## src/rtl/char_cross_feature_if.sv

```systemverilog
// rtl/char_cross_feature_if.sv - pixel stream, character box and crossing-feature result bundle
//
// master: pixel/box source and result consumer (drives wren, data_in, hcount,
//         lcount, box edges, feat_ready).
// slave : char_cross_feature (drives feat_v, feat_h1, feat_h2, feat_valid,
//         box_err, overrun, black_cnt).
interface char_cross_feature_if #(
    parameter int CNT_W = 3
);
    logic             wren;
    logic [7:0]       data_in;
    logic [8:0]       hcount;
    logic [8:0]       lcount;
    logic [8:0]       Upper_data;
    logic [8:0]       Lower_data;
    logic [8:0]       Left_data;
    logic [8:0]       Right_data;
    logic [CNT_W-1:0] feat_v;
    logic [CNT_W-1:0] feat_h1;
    logic [CNT_W-1:0] feat_h2;
    logic             feat_valid;
    logic             feat_ready;
    logic             box_err;
    logic             overrun;
    logic [16:0]      black_cnt;

    modport master (
        output wren, data_in, hcount, lcount,
        output Upper_data, Lower_data, Left_data, Right_data,
        output feat_ready,
        input  feat_v, feat_h1, feat_h2, feat_valid, box_err, overrun, black_cnt
    );

    modport slave (
        input  wren, data_in, hcount, lcount,
        input  Upper_data, Lower_data, Left_data, Right_data,
        input  feat_ready,
        output feat_v, feat_h1, feat_h2, feat_valid, box_err, overrun, black_cnt
    );
endinterface

```

## src/rtl/char_cross_feature.sv

```systemverilog
// rtl/char_cross_feature.sv - white-to-black crossing features of a segmented character box
//
// Ports:
//   clock      : single clock, all logic on posedge
//   rst        : asynchronous active-high reset
//   bus.slave  : pixel stream (wren/data_in/hcount/lcount), box edges
//                (Upper/Lower/Left/Right_data), result (feat_v/feat_h1/feat_h2,
//                box_err, black_cnt) with feat_valid/feat_ready handshake and
//                overrun pulse.
// Optional feature: define CROSS_BLACK_CNT_EN to count black pixels inside the
// box and present the count on black_cnt; otherwise black_cnt is tied to 0.
module char_cross_feature #(
    parameter int H_ACTIVE = 480,
    parameter int V_ACTIVE = 272,
    parameter int CNT_W    = 3
) (
    input  logic               clock,
    input  logic               rst,
    char_cross_feature_if.slave bus
);
    localparam logic [8:0]       H_LAST   = 9'(H_ACTIVE - 1);
    localparam logic [8:0]       V_LAST   = 9'(V_ACTIVE - 1);
    localparam logic [CNT_W-1:0] CNT_MAX  = '1;

    typedef enum logic {IDLE, SCAN} state_t;

    state_t           state_q;
    logic [8:0]       upper_q, lower_q, left_q, right_q;
    logic [8:0]       mid_x_q, q1_q, q3_q;
    logic             deg_q;
    logic [CNT_W-1:0] v_cnt_q, h1_cnt_q, h2_cnt_q;
    logic             row_hist_q, col_hist_q;
    logic [CNT_W-1:0] feat_v_q, feat_h1_q, feat_h2_q;
    logic             feat_valid_q, box_err_q, overrun_q;

    logic             fe, black, in_rows, in_cols, count_en, row_new, load_res;
    logic             v_inc, h1_inc, h2_inc;
    logic [CNT_W-1:0] v_cnt_d, h1_cnt_d, h2_cnt_d;
    logic [8:0]       h_w, mid_x_d, q1_d, q3_d;
    logic [9:0]       sum10;
    logic             deg_d;

    always_comb begin
        fe       = bus.wren && (bus.hcount == H_LAST) && (bus.lcount == V_LAST);
        black    = (bus.data_in != 8'hff);
        in_rows  = (bus.lcount >= upper_q) && (bus.lcount < lower_q);
        in_cols  = (bus.hcount >= left_q) && (bus.hcount < right_q);
        count_en = (state_q == SCAN) && bus.wren && !deg_q;

        // The first pixel of a row segment is compared against white, not
        // against whatever was streamed before it.
        row_new  = black && ((bus.hcount == left_q) || !row_hist_q);
        h1_inc   = count_en && in_rows && in_cols && (bus.lcount == q1_q) && row_new;
        h2_inc   = count_en && in_rows && in_cols && (bus.lcount == q3_q) && row_new;
        v_inc    = count_en && in_rows && (bus.hcount == mid_x_q) && black &&
                   ((bus.lcount == upper_q) || !col_hist_q);

        v_cnt_d  = (v_inc  && v_cnt_q  != CNT_MAX) ? v_cnt_q  + CNT_W'(1) : v_cnt_q;
        h1_cnt_d = (h1_inc && h1_cnt_q != CNT_MAX) ? h1_cnt_q + CNT_W'(1) : h1_cnt_q;
        h2_cnt_d = (h2_inc && h2_cnt_q != CNT_MAX) ? h2_cnt_q + CNT_W'(1) : h2_cnt_q;

        // Geometry of the box arriving at this frame end, used next frame.
        h_w      = bus.Lower_data - bus.Upper_data;
        sum10    = {1'b0, bus.Left_data} + {1'b0, bus.Right_data};
        mid_x_d  = 9'(sum10 >> 1);
        q1_d     = bus.Upper_data + (h_w >> 2);
        q3_d     = bus.Upper_data + (h_w >> 1) + (h_w >> 2);
        deg_d    = (bus.Lower_data <= bus.Upper_data) || (bus.Right_data <= bus.Left_data);

        // A held, unaccepted result blocks the new one unless it is being
        // accepted on this very edge.
        load_res = fe && (state_q == SCAN) && (!feat_valid_q || bus.feat_ready);
    end

    always_ff @(posedge clock or posedge rst) begin
        if (rst) begin
            state_q      <= IDLE;
            upper_q      <= '0;
            lower_q      <= '0;
            left_q       <= '0;
            right_q      <= '0;
            mid_x_q      <= '0;
            q1_q         <= '0;
            q3_q         <= '0;
            deg_q        <= 1'b0;
            v_cnt_q      <= '0;
            h1_cnt_q     <= '0;
            h2_cnt_q     <= '0;
            row_hist_q   <= 1'b0;
            col_hist_q   <= 1'b0;
            feat_v_q     <= '0;
            feat_h1_q    <= '0;
            feat_h2_q    <= '0;
            feat_valid_q <= 1'b0;
            box_err_q    <= 1'b0;
            overrun_q    <= 1'b0;
        end else begin
            overrun_q <= 1'b0;
            if (bus.wren) begin
                row_hist_q <= black;
                if (bus.hcount == mid_x_q) begin
                    col_hist_q <= black;
                end
            end
            if (fe) begin
                upper_q  <= bus.Upper_data;
                lower_q  <= bus.Lower_data;
                left_q   <= bus.Left_data;
                right_q  <= bus.Right_data;
                mid_x_q  <= mid_x_d;
                q1_q     <= q1_d;
                q3_q     <= q3_d;
                deg_q    <= deg_d;
                v_cnt_q  <= '0;
                h1_cnt_q <= '0;
                h2_cnt_q <= '0;
                if (state_q == IDLE) begin
                    state_q <= SCAN;
                end else if (load_res) begin
                    // The _d values already include the frame-end pixel.
                    feat_v_q     <= v_cnt_d;
                    feat_h1_q    <= h1_cnt_d;
                    feat_h2_q    <= h2_cnt_d;
                    box_err_q    <= deg_q;
                    feat_valid_q <= 1'b1;
                end else begin
                    overrun_q <= 1'b1;
                end
            end else begin
                v_cnt_q  <= v_cnt_d;
                h1_cnt_q <= h1_cnt_d;
                h2_cnt_q <= h2_cnt_d;
                if (feat_valid_q && bus.feat_ready) begin
                    feat_valid_q <= 1'b0;
                end
            end
        end
    end

`ifdef CROSS_BLACK_CNT_EN
    logic [16:0] blk_cnt_q, blk_cnt_d, black_cnt_q;

    always_comb begin
        blk_cnt_d = (count_en && in_rows && in_cols && black && blk_cnt_q != 17'h1ffff)
                    ? blk_cnt_q + 17'(1) : blk_cnt_q;
    end

    always_ff @(posedge clock or posedge rst) begin
        if (rst) begin
            blk_cnt_q   <= '0;
            black_cnt_q <= '0;
        end else if (fe) begin
            blk_cnt_q <= '0;
            if (load_res) begin
                black_cnt_q <= blk_cnt_d;
            end
        end else begin
            blk_cnt_q <= blk_cnt_d;
        end
    end

    assign bus.black_cnt = black_cnt_q;
`else
    assign bus.black_cnt = 17'd0;
`endif

    assign bus.feat_v     = feat_v_q;
    assign bus.feat_h1    = feat_h1_q;
    assign bus.feat_h2    = feat_h2_q;
    assign bus.feat_valid = feat_valid_q;
    assign bus.box_err    = box_err_q;
    assign bus.overrun    = overrun_q;
endmodule

```

## src/flat_wrapper.sv

```systemverilog
// flat-port wrapper written by rule: the top's interface ports become plain ports
module char_cross_feature_flat 
#(
    parameter int H_ACTIVE = 480,
    parameter int V_ACTIVE = 272,
    parameter int CNT_W    = 3
)
  (clock, rst, bus_wren, bus_data_in, bus_hcount, bus_lcount, bus_Upper_data, bus_Lower_data, bus_Left_data, bus_Right_data, bus_feat_ready, bus_feat_v, bus_feat_h1, bus_feat_h2, bus_feat_valid, bus_box_err, bus_overrun, bus_black_cnt);
  char_cross_feature_if #(.CNT_W(CNT_W)) bus_i ();
  input  logic clock;
  input  logic rst;
  input wire logic [$bits(bus_i.wren)-1:0] bus_wren;
  input wire logic [$bits(bus_i.data_in)-1:0] bus_data_in;
  input wire logic [$bits(bus_i.hcount)-1:0] bus_hcount;
  input wire logic [$bits(bus_i.lcount)-1:0] bus_lcount;
  input wire logic [$bits(bus_i.Upper_data)-1:0] bus_Upper_data;
  input wire logic [$bits(bus_i.Lower_data)-1:0] bus_Lower_data;
  input wire logic [$bits(bus_i.Left_data)-1:0] bus_Left_data;
  input wire logic [$bits(bus_i.Right_data)-1:0] bus_Right_data;
  input wire logic [$bits(bus_i.feat_ready)-1:0] bus_feat_ready;
  output wire logic [$bits(bus_i.feat_v)-1:0] bus_feat_v;
  output wire logic [$bits(bus_i.feat_h1)-1:0] bus_feat_h1;
  output wire logic [$bits(bus_i.feat_h2)-1:0] bus_feat_h2;
  output wire logic [$bits(bus_i.feat_valid)-1:0] bus_feat_valid;
  output wire logic [$bits(bus_i.box_err)-1:0] bus_box_err;
  output wire logic [$bits(bus_i.overrun)-1:0] bus_overrun;
  output wire logic [$bits(bus_i.black_cnt)-1:0] bus_black_cnt;
  assign bus_i.wren = bus_wren;
  assign bus_i.data_in = bus_data_in;
  assign bus_i.hcount = bus_hcount;
  assign bus_i.lcount = bus_lcount;
  assign bus_i.Upper_data = bus_Upper_data;
  assign bus_i.Lower_data = bus_Lower_data;
  assign bus_i.Left_data = bus_Left_data;
  assign bus_i.Right_data = bus_Right_data;
  assign bus_i.feat_ready = bus_feat_ready;
  assign bus_feat_v = bus_i.feat_v;
  assign bus_feat_h1 = bus_i.feat_h1;
  assign bus_feat_h2 = bus_i.feat_h2;
  assign bus_feat_valid = bus_i.feat_valid;
  assign bus_box_err = bus_i.box_err;
  assign bus_overrun = bus_i.overrun;
  assign bus_black_cnt = bus_i.black_cnt;
  char_cross_feature #(.H_ACTIVE(H_ACTIVE), .V_ACTIVE(V_ACTIVE), .CNT_W(CNT_W)) u_core (.clock(clock), .rst(rst), .bus(bus_i));
endmodule
```

## config.mk

```make
export PLATFORM = sky130hd
export DESIGN_NAME = char_cross_feature_flat
export DESIGN_NICKNAME = d
export VERILOG_FILES = /design/src/rtl/char_cross_feature_if.sv /design/src/rtl/char_cross_feature.sv /design/src/flat_wrapper.sv
export SDC_FILE = /design/constraint.sdc
export NUM_CORES = 1
export LEC_CHECK = 0
export CELL_PAD_IN_SITES_DETAIL_PLACEMENT = 0
export CELL_PAD_IN_SITES_GLOBAL_PLACEMENT = 1
export CORE_MARGIN = 2
export CORE_UTILIZATION = 38
export CTS_BUF_LIST = sky130_fd_sc_hd__clkbuf_16
export DETAILED_ROUTE_END_ITERATION = 10
export GPL_TIMING_DRIVEN = 0
export MAX_ROUTING_LAYER = met4
export PLACE_DENSITY_LB_ADDON = 0.1
export SYNTH_ARGS = -nofsm -noshare
export SYNTH_HDL_FRONTEND = slang
export SYNTH_SLANG_ARGS = --single-unit
```

## constraint.sdc

```tcl
create_clock -name clock -period 3.3 [get_ports clock]
set_input_delay 0.99 -clock clock [delete_from_list [all_inputs] [get_ports clock]]
set_output_delay 0.99 -clock clock [all_outputs]
set_load 0.05 [all_outputs]
```

==> summary.md, run 1 <==
| Metric | Value |
|---|---|
| Status | complete, but fails checks |
| Failing checks | setup timing |
| WL/cell | 17.3 µm |
| I/O pin cnt | 95 |
| Post-Syn Instances | between 700 and 800 |
| Layout net count | 994 |
| Iteration-0 DRC Markers | 304 |
| First-pass GRT wire length | slightly below 30 mm |
| Setup TNS | -1.39 ns |
| Clock sink count | between 80 and 90 |
| Max-slew violation count | 0 |
| Kind of critical path | input port to register |
| CTS tree | yes |
| GRT Total Usage | 0.222 |
| GPL Wtd Cong | 0.868 |
| Register area share after synthesis | 0.349 |
| DPL Wire Length | roughly 14 mm |
| CTS H-Tree Depth | 3 |
| Avg Synthesized Cell Area | 8.98 µm² |
| CP required | 3.51 ns |
| Seq. cell area | 0.00220 mm² |
| Core area | 0.0164 mm² |
| Async set-reset flop share out of synthesis | 1.00 |
| Period minus WS final | 3.65 ns |
| Total wire length | around 18 mm |
| Row count | 47 |
| GRT overflow | 0 |
| Antenna cells | 0 |
| Mapped Area | 0.00631 mm² |
| Worst Max-Slew Pin Slew | 0.664 ns |
| Final Non-Filler Cells | 1,059 |
| DP Cell Count | 1,016 |
| Die area | 0.0176 mm² |
| Post-DRT Antenna Nets | 0 |
| # port buffers | 77 |
| # setup viols final | 8 |
| CTS max path bufs | 2 |
| Max Clock Skew | 0.00656 ns |
| Max Freq | 0.274 GHz |
| Final worst slack | -0.354 ns |
| Vias in the first global route | 5,376 |
| Slew headroom | 0.557 |
| Area of the multi-input gates | 0.00424 mm² |
| Die width | 133 µm |
| Die Span Y | roughly 130 µm |
| Initial Util | 0.384 |
| Peak VDD IR | around 0.25 mV |
| Largest net degree at the start of global routing | 59 |
| Synth warn | 0 |
| Area grow syn2layout | 35.7% |
| Most frequent cells in the layout | 88 x dfrtp_1, 82 x nand2_1, 70 x inv_1 |
| PwrDens | just over 400 mW/mm² |
| DR vias | 5,287 |
| Initial antenna violation count | 0 |
| Worst-skew pair later-pin latency | 0.34 ns |
| DRC viols | 0 |
| Overall power | 3.48 mW |
| Crit start category | input port |
| Nature of the critical path endpoint | register |
| Final hold vios | 0 |
| Crit path max fanout | 3 |
| Crit share post-route | 1.11 |
| Clk slew on worst S/H paths | ~0.060 ns |
| Drt pass-1 iters | 5 |
| Leak Pwr | 4.04 nW |
| Hold Path Class | register to register |
| Layout cells sized above 1 | 0.175 |
| Primary FF master, synth | dfrtp_1 |
| FF-to-FF setup slack | 0.91 ns |
| Layout fillers | about 1,500 |
| CTS buffer count | 9 |
| CTS Root Cell | clkbuf_16 |
| Unrepaired setup endpoints after global routing | yes |
| Vias per Instance | 4.99 |
| EDFF count, synth | 0 |
| Data arrival, critical path | just under 4 ns |
| #FFs+latches synth | 88 |
| Distinct cell type count of the synthesized netlist | 52 |
| Commonest non-fill, non-tap cell in the layout | dfrtp_1 |
| Post-cts hold buffer count | 0 |
| # Max-Cap Violations | 0 |
[layer usage]
metal	up-vias	track usage	part of all wire
met5	-	-	0
met4	0	0.0723	0.017
met3	20	0.0261	0.038
met2	141	0.330	0.45
met1	2521	0.317	0.50
li1	2605	-	-
[repair_timing]
| action | in CTS | in global routing |
|---|---|---|
| pin swaps | 39 | 26 |
| resized for setup | 97 | 53 |
| setup endpoints to repair | 16 | 36 |
| setup buffers | 23 | 7 |
[path summary, 6_finish.rpt]
path	start	endpoint	cells past startpoint
max in group asynchronous	rst	u_core.q1_q[5]$_DFFE_PP0P_	3
hold reg to reg	u_core.lower_q[0]$_DFFE_PP0P_	u_core.lower_q[0]$_DFFE_PP0P_	2
setup reg to reg	u_core.upper_q[6]$_DFFE_PP0P_	u_core.bus.feat_v[2]$_DFFE_PP0P_	9
hold / removal	u_core.lower_q[0]$_DFFE_PP0P_	u_core.lower_q[0]$_DFFE_PP0P_	2
setup / recovery	bus_Lower_data[0]	u_core.q3_q[8]$_DFFE_PP0P_	18
min in group asynchronous	rst	u_core.right_q[5]$_DFFE_PP0P_	2
[Yosys cell counts, types with 7 or more instances]
| library cell | number | area, µm² |
|---|---|---|
| dfrtp_1 | 88 | 2200 |
| nand2_1 | 85 | 319 |
| inv_1 | 83 | 312 |
| ha_1 | 82 | 1030 |
| o21ai_0 | 67 | 335 |
| nor2_1 | 41 | 154 |
| xnor2_1 | 40 | 350 |
| a21oi_1 | 33 | 165 |
| buf_4 | 17 | 128 |
| nand4_1 | 17 | 106 |
| xor2_1 | 17 | 149 |
| clkbuf_1 | 16 | 60.1 |
| a21o_1 | 12 | 90.1 |
| fa_1 | 11 | 220 |
| nand3_1 | 8 | 40.0 |
| mux2i_1 | 7 | 70.1 |
| nand2b_1 | 7 | 43.8 |
| nor2b_1 | 7 | 43.8 |
[through the flow]
| step | util | setup WS, ns | hold WS [ns] | cell area, µm² |
|---|---|---|---|---|
| 2_1_floorplan | - | -0.484 | 0.442 | 6540 |
| 3_3_place_gp | 0.462 | -1.53 | 0.463 | 7590 |
| 3_5_place_dp | 0.464 | -1.53 | 0.469 | 7620 |
| 4_1_cts | 0.503 | -0.426 | 0.482 | 8250 |
| 5_1_grt | 0.522 | -0.483 | 0.504 | 8560 |
| 6_report | 0.522 | -0.354 | 0.471 | 8560 |
[sequential cells by signal (all words and copies together), names as in the netlist, 3 cells and up]
name	count
u_core.bus.feat_v	3
u_core.left_q	9
u_core.right_q	9
u_core.h1_cnt_q	3
u_core.q1_q	9
u_core.h2_cnt_q	3
u_core.bus.feat_h1	3
u_core.bus.feat_h2	3
u_core.v_cnt_q	3
u_core.q3_q	9
u_core.mid_x_q	9
u_core.upper_q	9
u_core.lower_q	9
[worst max-delay path, cell delays in order]
cell and delay (ns):
buf_8 0.11, inv_12 0.04, ha_4 0.12, fa_2 0.23, nor2b_4 0.05, o21ai_4 0.14
nand2b_4 0.10, a21o_1 0.22, a21oi_4 0.20, xor2_2 0.22, fa_1 0.45, inv_2 0.08
ha_4 0.22, nand2_4 0.08, o22ai_4 0.07, o41ai_4 0.22, xnor2_1 0.19, a21oi_1 0.09
[cell families after synthesis]
group           after synthesis  share of synthesized area
mux                           8                     0.0129
simple gates                185                      0.136
flops                        88                      0.349
fa+ha+maj                    93                      0.198
buf+inv                     117                     0.0799
other cells                   1                   0.000595
xor+xnor                     57                     0.0792
compound gates              153                      0.145
[area by class of cell]
type / instances / share of cell area
multi-input cells: 513 / 0.496
flip-flops and latches: 88 / 0.257
repair buffers: 107 / 0.123
inverters: 83 / 0.0393
well taps: 220 / 0.0322
clock buffers: 9 / 0.0263
plain buffers: 33 / 0.0221
clock inverters: 6 / 0.00351
[report_power, final]
group          internal (mW)  leakage, nW  total (mW)  switching (mW)
clock                  0.495        0.125       0.908           0.413
combinational          0.731         2.78        1.50           0.765
sequential              1.08         1.14        1.08        0.000414
(Power assumes the default switching activity.)
==> run 2, diff against run 1 <==
Settings changed: REMOVE_ABC_BUFFERS set to 1.
==> run 2 against run 1 <==
Net effect: the flow still finishes with violations (setup timing); utilization down 2.1 points; sequential power about the same; routed wire length decreased by 8.8%; clock-buffer cell count unchanged; sequential share of layout area up 1.1 points; first-iteration DRC count decreased by 45%; global-route usage decreased by 1.6 points; non-clock buffer count decreased by 34; die area unchanged; fmax fell by 5.1%; largest cell class unchanged.
==> summary.md, run 2 (synthesis results as in run 1) <==
| Metric | Value |
|---|---|
| Register-to-Register Path Depth | 10 (+1) |
| Crit share post-route | 1.17 (+0.0593) |
| Die Span Y | 133 µm (unchanged) |
| Crit path max fanout | 5 (+2) |
| Hold wc startpoint | u_core.bus.feat_h1[2]$_DFFE_PP0P_ |
| # port buffers | 77 (unchanged) |
| Clock sink count | 88 (unchanged) |
| Slowest-stage cell, CP | fa_1 |
| Clock Power Share | 0.297 (+0.036) |
| Crit path cell chain | buf_6 > inv_2 > ha_4 > nor2b_2 > o21ai_2 > a21oi_4 > o41ai_2 > xnor2_1 > inv_1 > buf_4 > fa_1 > inv_1 > ha_1 > nor3_2 > nor2_1 > o41ai_2 > xnor2_1 > a21oi_1 |
| Kind of critical path | input port to register |
| Drt pass-1 iters | 5 (unchanged) |
| WL/cell | 16.3 µm (-5.8%) |
| R2R Path Start | u_core.lower_q[7]$_DFFE_PP0P_ |
| DR vias | 5,121 (-3.1%) |
| Leak Pwr | 3.81 nW (-5.7%) |
| End-of-flow core utilization | 0.500 (-0.0214) |
| Vias in the first global route | 5,138 (-4.4%) |
| Clk slew on worst S/H paths | 0.06 ns (about the same) |
| Initial Util | 0.384 (unchanged) |
| CTS buffer count | 9 (unchanged) |
| First-pass GRT wire length | 27.4 mm (-5.8%) |
| Setup TNS | -2.40 ns (-1.01 ns) |
| Switching Fraction | 0.329 (-0.00965) |
| GRT overflow | 0 (unchanged) |
| Nature of the critical path endpoint | register |
| Overall power | 3.39 mW (-2.6%) |
| Critical Path Max Stage Delay | 0.47 ns (+0.02 ns) |
| Final worst slack | -0.550 ns (-0.196 ns) |
| DPL Wire Length | 12.7 mm (-12%) |
| Layout fillers | 1,543 (+1.7%) |
| Final Non-Filler Cells | 1,025 (-3.2%) |
| Post-DRT Antenna Nets | 0 (unchanged) |
| Failing checks | setup timing |
| Commonest non-fill, non-tap cell in the layout | dfrtp_1 |
| Peak VDD IR | 0.282 mV (+12%) |
| Max Freq | 0.260 GHz (-5.1%) |
| GRT Total Usage | 0.206 (-0.0163) |
| Layout cells sized above 1 | 0.159 (-0.0162) |
| GPL Wtd Cong | 0.820 (-5.6%) |
| Row count | 47 (unchanged) |
| Post-cts hold buffer count | 0 (unchanged) |
| CTS Root Cell | clkbuf_16 |
| Buf/Inv on CP | 5 (+2) |
| Pint | 2.28 mW (-1.2%) |
| Iteration-0 DRC Markers | 168 (-45%) |
| Die area | 0.0176 mm² (unchanged) |
| DP Cell Count | 983 (-3.2%) |
| Worst reg2reg endpoint | u_core.bus.feat_h2[1]$_DFFE_PP0P_ |
| Initial antenna violation count | 0 (unchanged) |
| Hold Path Sink | u_core.bus.feat_h1[2]$_DFFE_PP0P_ |
| Depth of the worst hold-timing path | 2 (unchanged) |
| CP required | 3.51 ns (about the same) |
| Die width | 133 µm (unchanged) |
| CTS H-Tree Depth | 3 (unchanged) |
| CTS max path bufs | 2 (unchanged) |
| Area grow syn2layout | 30.1% |
| Antenna cells | 0 (unchanged) |
| FF-to-FF setup slack | 0.95 ns (+0.04 ns) |
| Reg power frac | 0.318 (+0.008) |
| PwrDens | 413 mW/mm² (+1.5%) |
| Data arrival, critical path | 4.06 ns (+0.20 ns) |
| Worst-skew pair later-pin latency | 0.35 ns (about the same) |
| Hold Path Class | register to register |
| # setup viols final | 8 (unchanged) |
| Status | complete, but fails checks |
| # Max-Cap Violations | 0 (unchanged) |
| Most frequent cells in the layout | 88 x dfrtp_1, 85 x nand2_1, 72 x inv_1 |
| DRC viols | 0 (unchanged) |
| Core area | 0.0164 mm² (unchanged) |
| I/O pin cnt | 95 (unchanged) |
| Psw | 1.11 mW (-5.4%) |
| Slew headroom | 0.596 (+0.0388) |
| CP delay by family, top | adder cells |
| CTS tree | yes |
| Unrepaired setup endpoints after global routing | yes |
| Vias per Instance | 5.00 (about the same) |
| CP Depth | 18 (unchanged) |
| Crit start category | input port |
| Largest net degree at the start of global routing | 48 (-19%) |
| Max-slew violation count | 0 (unchanged) |
| Layout net count | 960 (-3.4%) |
| Worst Max-Slew Pin Slew | 0.600 ns (-0.0637 ns) |
| Period minus WS final | 3.85 ns (+0.196 ns) |
| Total wire length | 16.7 mm (-8.8%) |
| Logic pwr share | 0.385 (-0.044) |
| Max Clock Skew | 0.00383 ns (-0.00273 ns) |
| Final hold vios | 0 (unchanged) |
## run 2: cell types whose count changed in the layout (fill, tap and decap cells not counted), moves of 4 or more
cell	before	now
clkbuf_1	15	0
clkdlybuf4s50_1	51	57
buf_4	42	26
o21ai_1	13	17
dlymetal6s2s_1	9	1
o21ai_4	4	0
## run 2: worst max path at each step
stage	slack, ns	end	from
2_1_floorplan	-0.79	u_core.q3_q[8]$_DFFE_PP0P_	bus_Lower_data[0]
5_1_grt	-0.69	u_core.q3_q[7]$_DFFE_PP0P_	bus_Upper_data[1]
3_5_place_dp	-1.95	u_core.q3_q[8]$_DFFE_PP0P_	bus_Upper_data[1]
4_1_cts	-0.56	u_core.q3_q[8]$_DFFE_PP0P_	bus_Lower_data[0]
6_report	-0.55	u_core.q3_q[8]$_DFFE_PP0P_	bus_Upper_data[1]
3_3_place_gp	-1.98	u_core.q3_q[8]$_DFFE_PP0P_	bus_Upper_data[1]
## run 2: per-stage QoR
step / cell area (µm²) / hold WS (ns) / worst slack [ns]
after floorplan: 6170 / 0.442 / -0.790
after global placement: 7220 / 0.456 / -1.98
after detailed placement: 7280 / 0.470 / -1.95
after CTS: 8060 / 0.484 / -0.563
after global routing: 8210 / 0.513 / -0.695
final: 8210 / 0.476 / -0.550
## run 2: power groups by stage
stage | combinational (mW) | sequential [mW] | clock, mW
final | 1.30 | 1.08 | 1.01
after global routing | 1.44 | 1.08 | 1.08
after CTS | 1.22 | 1.08 | 1.03
after detailed placement | 0.911 | 1.10 | 0
after global placement | 0.901 | 1.10 | 0
after floorplan | 0.646 | 1.10 | 0
## run 2: routing by layer
layer	track usage	up-vias	part of all wire
met5	-	-	0
met4	0.0615	0	0.012
met3	0.0241	16	0.033
met2	0.309	111	0.45
met1	0.293	2452	0.50
li1	-	2542	-
## run 2: what timing repair did
| action | 4_1_cts | 5_1_grt |
|---|---|---|
| resized for setup | 132 | 33 |
| setup buffers | 25 | 7 |
| setup endpoints to repair | 33 | 29 |
| pin swaps | 40 | 33 |
## run 2: layout make-up
type | instances | area (µm²) | area share
multi-input combinational | 513 | 4120 | 0.501
timing repair buffer | 106 | 1020 | 0.124
sequential | 88 | 2200 | 0.268
clock inverter | 6 | 53.8 | 0.00656
tap | 220 | 275 | 0.0335
inverter | 83 | 319 | 0.0389
clock buffer | 9 | 225 | 0.0274
## run 2: worst reg2reg max path: stages, from the launching register on
cell      delay, ns
dfrtp_1        0.36
inv_1          0.07
ha_1           0.25
a21oi_1        0.15
a21boi_0       0.18
a41oi_1        0.24
o211ai_2       0.13
buf_4          0.18
nor3_4         0.28
mux2i_1        0.29
o21ai_0        0.10
